===== src/rtl/vs_instruction_fetch_pkg.sv =====
// Shared widths and FSM encodings for the vertex-shader instruction fetch stage.
// Combinational definitions only: no latency, no backpressure.
package vs_instruction_fetch_pkg;
    localparam int INST_WIDTH         = 64;
    localparam int VS_IMEM_ADDR_WIDTH = 8;
    localparam int VS_PROG_LEN_WIDTH  = 9;

    localparam logic [1:0] ST_IDLE  = 2'd0;
    localparam logic [1:0] ST_FETCH = 2'd1;
    localparam logic [1:0] ST_DRAIN = 2'd2;
    localparam logic [1:0] ST_DONE  = 2'd3;
endpackage


===== src/rtl/vs_instruction_fetch_if.sv =====
// Instruction RAM read port plus decode valid/ready link of the fetch stage.
// Wires only: no latency; decode backpressures through iReady.
interface vs_instruction_fetch_if
    import vs_instruction_fetch_pkg::*;
#(
    parameter int INST_W = INST_WIDTH,
    parameter int ADDR_W = VS_IMEM_ADDR_WIDTH
) ();
    logic              oImemRd;
    logic [ADDR_W-1:0] oImemAddr;
    logic [INST_W-1:0] iImemData;
    logic              oValid;
    logic [INST_W-1:0] oInstruction;
    logic              iReady;

    modport master (
        output oImemRd, oImemAddr, oValid, oInstruction,
        input  iImemData, iReady
    );
    modport slave (
        input  oImemRd, oImemAddr, oValid, oInstruction,
        output iImemData, iReady
    );
endinterface


===== src/rtl/vs_fetch_queue.sv =====
// 2-entry FIFO holding returned instruction words; a push is visible at the head one cycle later.
// Push and pop may coincide when full; a push into a full queue without a pop is illegal.
module vs_fetch_queue
    import vs_instruction_fetch_pkg::*;
#(
    parameter int W = INST_WIDTH
) (
    input  logic         clk,
    input  logic         resetn,
    input  logic         flush_i,
    input  logic         push_i,
    input  logic [W-1:0] push_dat_i,
    input  logic         pop_i,
    output logic [W-1:0] head_dat_o,
    output logic         full_o,
    output logic         empty_o,
    output logic [1:0]   count_o
);
    logic [W-1:0] mem_q [2];
    logic         wr_ptr_q, rd_ptr_q;
    logic [1:0]   count_q, count_d;
    logic         do_push, do_pop;

    assign empty_o    = (count_q == 2'd0);
    assign full_o     = (count_q == 2'd2);
    assign count_o    = count_q;
    assign head_dat_o = mem_q[rd_ptr_q];

    assign do_pop  = pop_i && !empty_o;
    assign do_push = push_i && (!full_o || do_pop);
    assign count_d = count_q + 2'(do_push) - 2'(do_pop);

    always_ff @(posedge clk) begin
        if (!resetn) begin
            mem_q[0] <= '0;
            mem_q[1] <= '0;
            wr_ptr_q <= 1'b0;
            rd_ptr_q <= 1'b0;
            count_q  <= 2'd0;
        end else if (flush_i) begin
            wr_ptr_q <= 1'b0;
            rd_ptr_q <= 1'b0;
            count_q  <= 2'd0;
        end else begin
            if (do_push) begin
                mem_q[wr_ptr_q] <= push_dat_i;
                wr_ptr_q        <= ~wr_ptr_q;
            end
            if (do_pop) begin
                rd_ptr_q <= ~rd_ptr_q;
            end
            count_q <= count_d;
        end
    end

    ap_no_overflow: assert property (@(posedge clk) disable iff (!resetn || flush_i)
        !(push_i && full_o && !pop_i));
endmodule


===== src/rtl/vs_instruction_fetch.sv =====
// Walks a vertex program in instruction RAM and feeds decode; iStart to first oValid is 3 cycles.
// Reads are throttled so RAM words in flight plus buffered never exceed the 2-entry queue.
module vs_instruction_fetch
    import vs_instruction_fetch_pkg::*;
#(
    parameter int INST_W = INST_WIDTH,
    parameter int ADDR_W = VS_IMEM_ADDR_WIDTH,
    parameter int LEN_W  = VS_PROG_LEN_WIDTH
) (
    input  logic              clk,
    input  logic              resetn,
    input  logic              iStart,
    input  logic [ADDR_W-1:0] iProgBase,
    input  logic [LEN_W-1:0]  iProgLen,
    input  logic              iFlush,
    output logic              oBusy,
    output logic              oDone,
    vs_instruction_fetch_if.master bus
);
    logic [1:0]        state_q, state_d;
    logic [ADDR_W-1:0] ptr_q, ptr_d;
    logic [LEN_W-1:0]  len_q, len_d;
    logic [LEN_W-1:0]  issued_q, issued_d;
    logic [LEN_W-1:0]  accepted_q, accepted_d;
    logic              inflight_q, inflight_d;

    logic              q_empty, q_full;
    logic [1:0]        q_count;
    logic [INST_W-1:0] q_head;
    logic              pop, issue;
    logic [2:0]        occ;

    assign pop = !q_empty && bus.iReady;
    // Slots committed after this cycle's pop; a new read may claim the remaining one.
    assign occ   = 3'(q_count) + 3'(inflight_q) - 3'(pop);
    assign issue = (state_q == ST_FETCH) && !iFlush && (occ < 3'd2) && (issued_q < len_q);

    always_comb begin
        state_d    = state_q;
        ptr_d      = ptr_q;
        len_d      = len_q;
        issued_d   = issued_q;
        accepted_d = accepted_q + LEN_W'(pop);
        inflight_d = issue;
        case (state_q)
            ST_IDLE: begin
                if (iStart) begin
                    ptr_d      = iProgBase;
                    len_d      = iProgLen;
                    issued_d   = '0;
                    accepted_d = '0;
                    state_d    = (iProgLen == '0) ? ST_DONE : ST_FETCH;
                end
            end
            ST_FETCH: begin
                if (issue) begin
                    ptr_d    = ptr_q + ADDR_W'(1);
                    issued_d = issued_q + LEN_W'(1);
                    if (issued_d == len_q) state_d = ST_DRAIN;
                end
            end
            ST_DRAIN: begin
                if (pop && accepted_d == len_q) state_d = ST_DONE;
            end
            default: state_d = ST_IDLE;
        endcase
        if (iFlush) begin
            state_d    = ST_IDLE;
            inflight_d = 1'b0;
        end
    end

    always_ff @(posedge clk) begin
        if (!resetn) begin
            state_q    <= ST_IDLE;
            ptr_q      <= '0;
            len_q      <= '0;
            issued_q   <= '0;
            accepted_q <= '0;
            inflight_q <= 1'b0;
        end else begin
            state_q    <= state_d;
            ptr_q      <= ptr_d;
            len_q      <= len_d;
            issued_q   <= issued_d;
            accepted_q <= accepted_d;
            inflight_q <= inflight_d;
        end
    end

    vs_fetch_queue #(.W(INST_W)) u_queue (
        .clk        (clk),
        .resetn     (resetn),
        .flush_i    (iFlush),
        .push_i     (inflight_q && !iFlush),
        .push_dat_i (bus.iImemData),
        .pop_i      (pop),
        .head_dat_o (q_head),
        .full_o     (q_full),
        .empty_o    (q_empty),
        .count_o    (q_count)
    );

    assign bus.oImemRd      = issue;
    assign bus.oImemAddr    = ptr_q;
    assign bus.oValid       = !q_empty;
    assign bus.oInstruction = q_head;
    assign oBusy            = (state_q == ST_FETCH) || (state_q == ST_DRAIN);
    assign oDone            = (state_q == ST_DONE);

    ap_no_read_when_full: assert property (@(posedge clk) disable iff (!resetn)
        !(q_full && !pop && issue));
endmodule


===== src/flat_wrapper.sv =====
// flat-port wrapper written by rule: the top's interface ports become plain ports
module vs_instruction_fetch_flat import vs_instruction_fetch_pkg::*;
#(
    parameter int INST_W = INST_WIDTH,
    parameter int ADDR_W = VS_IMEM_ADDR_WIDTH,
    parameter int LEN_W  = VS_PROG_LEN_WIDTH
)
  (clk, resetn, iStart, iProgBase, iProgLen, iFlush, oBusy, oDone, bus_oImemRd, bus_oImemAddr, bus_oValid, bus_oInstruction, bus_iImemData, bus_iReady);
  vs_instruction_fetch_if #(.INST_W(INST_W), .ADDR_W(ADDR_W)) bus_i ();
  input  logic clk;
  input  logic resetn;
  input  logic iStart;
  input  logic [ADDR_W-1:0] iProgBase;
  input  logic [LEN_W-1:0] iProgLen;
  input  logic iFlush;
  output logic oBusy;
  output logic oDone;
  output wire logic [$bits(bus_i.oImemRd)-1:0] bus_oImemRd;
  output wire logic [$bits(bus_i.oImemAddr)-1:0] bus_oImemAddr;
  output wire logic [$bits(bus_i.oValid)-1:0] bus_oValid;
  output wire logic [$bits(bus_i.oInstruction)-1:0] bus_oInstruction;
  input wire logic [$bits(bus_i.iImemData)-1:0] bus_iImemData;
  input wire logic [$bits(bus_i.iReady)-1:0] bus_iReady;
  assign bus_oImemRd = bus_i.oImemRd;
  assign bus_oImemAddr = bus_i.oImemAddr;
  assign bus_oValid = bus_i.oValid;
  assign bus_oInstruction = bus_i.oInstruction;
  assign bus_i.iImemData = bus_iImemData;
  assign bus_i.iReady = bus_iReady;
  vs_instruction_fetch #(.INST_W(INST_W), .ADDR_W(ADDR_W), .LEN_W(LEN_W)) u_core (.clk(clk), .resetn(resetn), .iStart(iStart), .iProgBase(iProgBase), .iProgLen(iProgLen), .iFlush(iFlush), .oBusy(oBusy), .oDone(oDone), .bus(bus_i));
endmodule

===== config.mk =====
export PLATFORM = sky130hd
export DESIGN_NAME = vs_instruction_fetch_flat
export DESIGN_NICKNAME = d
export VERILOG_FILES = /design/src/rtl/vs_instruction_fetch_pkg.sv /design/src/rtl/vs_instruction_fetch_if.sv /design/src/rtl/vs_fetch_queue.sv /design/src/rtl/vs_instruction_fetch.sv /design/src/flat_wrapper.sv
export SDC_FILE = /design/constraint.sdc
export NUM_CORES = 1
export LEC_CHECK = 0
export CORE_MARGIN = 10
export CORE_UTILIZATION = 56
export CTS_CLUSTER_DIAMETER = 80
export DETAILED_ROUTE_END_ITERATION = 8
export GPL_ROUTABILITY_DRIVEN = 0
export HOLD_SLACK_MARGIN = 0.12
export PLACE_DENSITY_LB_ADDON = 0.08
export SYNTH_ARGS = -nofsm -noshare
export SYNTH_HDL_FRONTEND = slang
export SYNTH_SLANG_ARGS = --single-unit

===== constraint.sdc =====
create_clock -name clk -period 8.02 [get_ports clk]
set_input_delay 1.604 -clock clk [delete_from_list [all_inputs] [get_ports clk]]
set_output_delay 1.604 -clock clk [all_outputs]
set_load 0.01 [all_outputs]

==> flow_summary.ini <==
[floorplanning]
die_x_microns = 142
rows = 44
core_sq_mm = 0.0145
die_area_sq_mm = 0.0201
initial_core_util = 0.571
ios = 162
die_h_microns = 142

[power]
ir_worst_vdd_mv = 0.129
p_total_w = 0.00209
p_leak_nw = 4.05
power_density_mw_per_mm2 = 195

[setup_path]
cp.required_ns = 6.42
rrSetupSlack_ns = 4.29
worstRegToRegCells = 12
path_cells = clkdlybuf4s50_1 -> nand2_1 -> inv_1 -> ha_1 -> nand2b_1 -> fa_1 -> nand4bb_1 -> a211oi_1 -> and2_1 -> clkdlybuf4s50_1
critPathKind = in2out
reg2reg_from = u_core.u_queue.count_o[1]
worst_path_most_repeated_cell = clkdlybuf4s50_1
cpMaxStageDelayCell = clkdlybuf4s50_1
start_kind = input port
crit_arrival_ns = 4.44
reg2reg_to = u_core.state_q[0]
cp_slowest_stage_delay_ns = 0.59
worstPathMaxFanout = 7
end_kind = output port

[clocking]
cts.sinks = 171
clk_pin_slew_ns = 0.07
postCtsResizedCells = 0
cts_hold_buf = 0
clk_latency_ns = 0.42
cts_htree_levels = 4
cts-buffers-inserted = 17
cts_root_buffer = clkbuf_16
post_cts_buffers = 0
cts_buffer_depth = 2
cts_tree = done

[logic_synthesis]
netlist_instances = 700
ys_async_sr_fraction = 0
synth_commonest_cells = and2_1 (133), edfxtp_1 (128), mux2_2 (64), nand2_1 (57), dfxtp_1 (43)
synth_cell_types = 53
synth-seq-area-share = 0.567
ys.flop_type = edfxtp_1
ys_seq_elements = 171
yosysMostFrequentCell = and2_1
netlist_top_cells_area = edfxtp_1 (46%), dfxtp_1 (10%), and2_1 (10%)
yosysTopAreaCellShare = 0.463
syn_area_sq_mm = 0.00830
ys_warn_count = 0
synth_fp_nets = 806
synth_top_cell_by_area = edfxtp_1
synth_edf_count = 128
avgSynthCellArea_sq_um = 11.9

[placement]
dpl.hpwl_microns = 13100
dp_slack_ns = 1.96
port_buffers = 161
place_area_sq_mm = 0.0101

[detailed_routing]
vias_per_cell = 5.44
drtAntennaViolNets = 0
drtIter0Drc = 384
avgRoutedWirePerCell_microns = 18.2
drc_errors = 0
wl_microns = 19100
vias = 5701
drt-pass1-iter-count = 4

[hold_path]
hold_end = u_core.bus.oImemAddr[0]
min_from = u_core.bus.oImemAddr[0]
hold_depth = 2
hold_path.class = reg2reg

[timing]
min_period_ns = 6.05
fin_worst_skew_ns = 0.00819
fin_ws_ns = 1.97
hold_viol_final = 0
timing.final.crit_share = 0.754
fmax_ghz = 0.165
rsz0062_at_grt = false
final_max_slew_viol_count = 0
setup_viol = 0
tightest_slew_ns = 0.997
relSlewSlack = 0.335
tns_ns = 0

[status]
status = completed

[global_route]
antenna_found_initial = 0
grt_pass1_wl_microns = 30100
grt_max_degree = 65
grt_pass1_vias = 5743
overflow = 0
gr-usage-all-layers = 0.186

[layout]
layout.nets = 957
nFillCells = 1032
drive_above_1_share = 0.125
area_delta_synth_final_pct = 28.8
diodes = 0
fin_area_sq_mm = 0.0107

[run]
max_cap_viol_count = 0
## cell usage in the layout (no fill, tap or decap), types with 2 or more instances in the layout
cell             Yosys  layout
nor2_1              31      30
nand2_1             57      56
buf_4                0       4
clkinvlp_4           0       3
clkdlybuf4s50_1      0     161
o21ai_1              7       6
a21oi_1              4       4
mux2i_1             11      11
nor2b_1              5       5
edfxtp_1           128     128
or3_1                2       2
bufinv_16            0       3
nor3_1               8       8
mux2_2              64      64
dfxtp_1             43      42
and2_1             133     133
o21a_1              10      10
ha_1                19      19
o21ai_0             11      11
clkinv_4             0       3
xor2_1              16      16
clkinv_1             1       2
xnor2_1             16      16
nor4_1               3       3
or2_1                4       4
o211a_1              2       2
nand3_1             16      16
a21boi_1            13      13
inv_8                0       3
and3_1               5       4
clkbuf_16            0      17
nand4_1              4       4
inv_1               18      18
a21boi_0             9       9
nand2b_1             4       4
## sequential cells by signal, summed over array words and instances, names as in the netlist, named ones only
signal                   flops
u_core.u_queue.mem_q       128
u_core.accepted_q            9
u_core.state_q               2
u_core.bus.oImemAddr         8
u_core.u_queue.wr_ptr_q      1
u_core.u_queue.rd_ptr_q      1
u_core.inflight_q            1
u_core.len_q                 9
u_core.u_queue.count_o       2
u_core.issued_q              9
## per-layer routing
layer	GRT usage	part of all wire	up-vias
li1	-	-	2756
met1	0.235	0.42	2762
met2	0.308	0.50	160
met3	0.0494	0.063	23
met4	0.0543	0.014	0
met5	0	0	-
## stage by stage
stage | hold slack (ns) | utilization | std cells
after floorplan | 0.468 | - | 700
final | 0.501 | 0.736 | 1048
after global routing | 0.514 | 0.736 | 1048
after global placement | 0.479 | 0.693 | 1016
after CTS | 0.503 | 0.736 | 1048
after detailed placement | 0.493 | 0.693 | 1016
## critical path, delay by kind of cell
kind | cells | cell delay [ns]
buffers and inverters | 3 | 1.12
adder cells (fa/ha/maj) | 2 | 0.75
AND/OR/NAND/NOR | 4 | 0.73
AO/OA/AOI/OAI | 1 | 0.25
## kinds of logic after synthesis
| group | after synthesis | synth area share |
|---|---|---|
| AO/OA/AOI/OAI | 67 | 0.0558 |
| XOR/XNOR | 32 | 0.0338 |
| adder cells (fa/ha/maj) | 20 | 0.0311 |
| buffers and inverters | 52 | 0.0237 |
| flip-flops | 171 | 0.567 |
| multiplexers | 76 | 0.102 |
| AND/OR/NAND/NOR | 282 | 0.187 |
## power by group
group / total, W / leakage (nW) / switching (W) / internal, W
registers: 0.00100 / 1.67 / 0.0000208 / 0.000983
clock network: 0.000847 / 0.293 / 0.000350 / 0.000497
logic: 0.000235 / 2.09 / 0.000114 / 0.000121
total: 0.00209 / 4.05 / 0.000485 / 0.00160
## how the worst max path moves through the flow
stage / startpoint / endpoint / slack [ns] / depth (start not counted)
after global routing: bus_iReady / bus_oImemRd / 1.77 / 10
final: bus_iReady / bus_oImemRd / 1.97 / 10
after CTS: bus_iReady / bus_oImemRd / 1.95 / 10
after floorplan: bus_iReady / u_core.u_queue.mem_q[0][0] / 2.55 / 4
after detailed placement: bus_iReady / bus_oImemRd / 1.96 / 10
after global placement: bus_iReady / bus_oImemRd / 2.01 / 10
## area by class of cell
class                           instances  area, sq um  share of cell area
Clock inverter                         15          190              0.0178
Tap cell                              184          230              0.0215
Sequential cell                       171         4710               0.440
Multi-Input combinational cell        477         3420               0.320
Timing Repair Buffer                  165         1640               0.154
Inverter                               19         71.3             0.00667
Clock buffer                           17          425              0.0398
(Power assumes the default switching activity.)
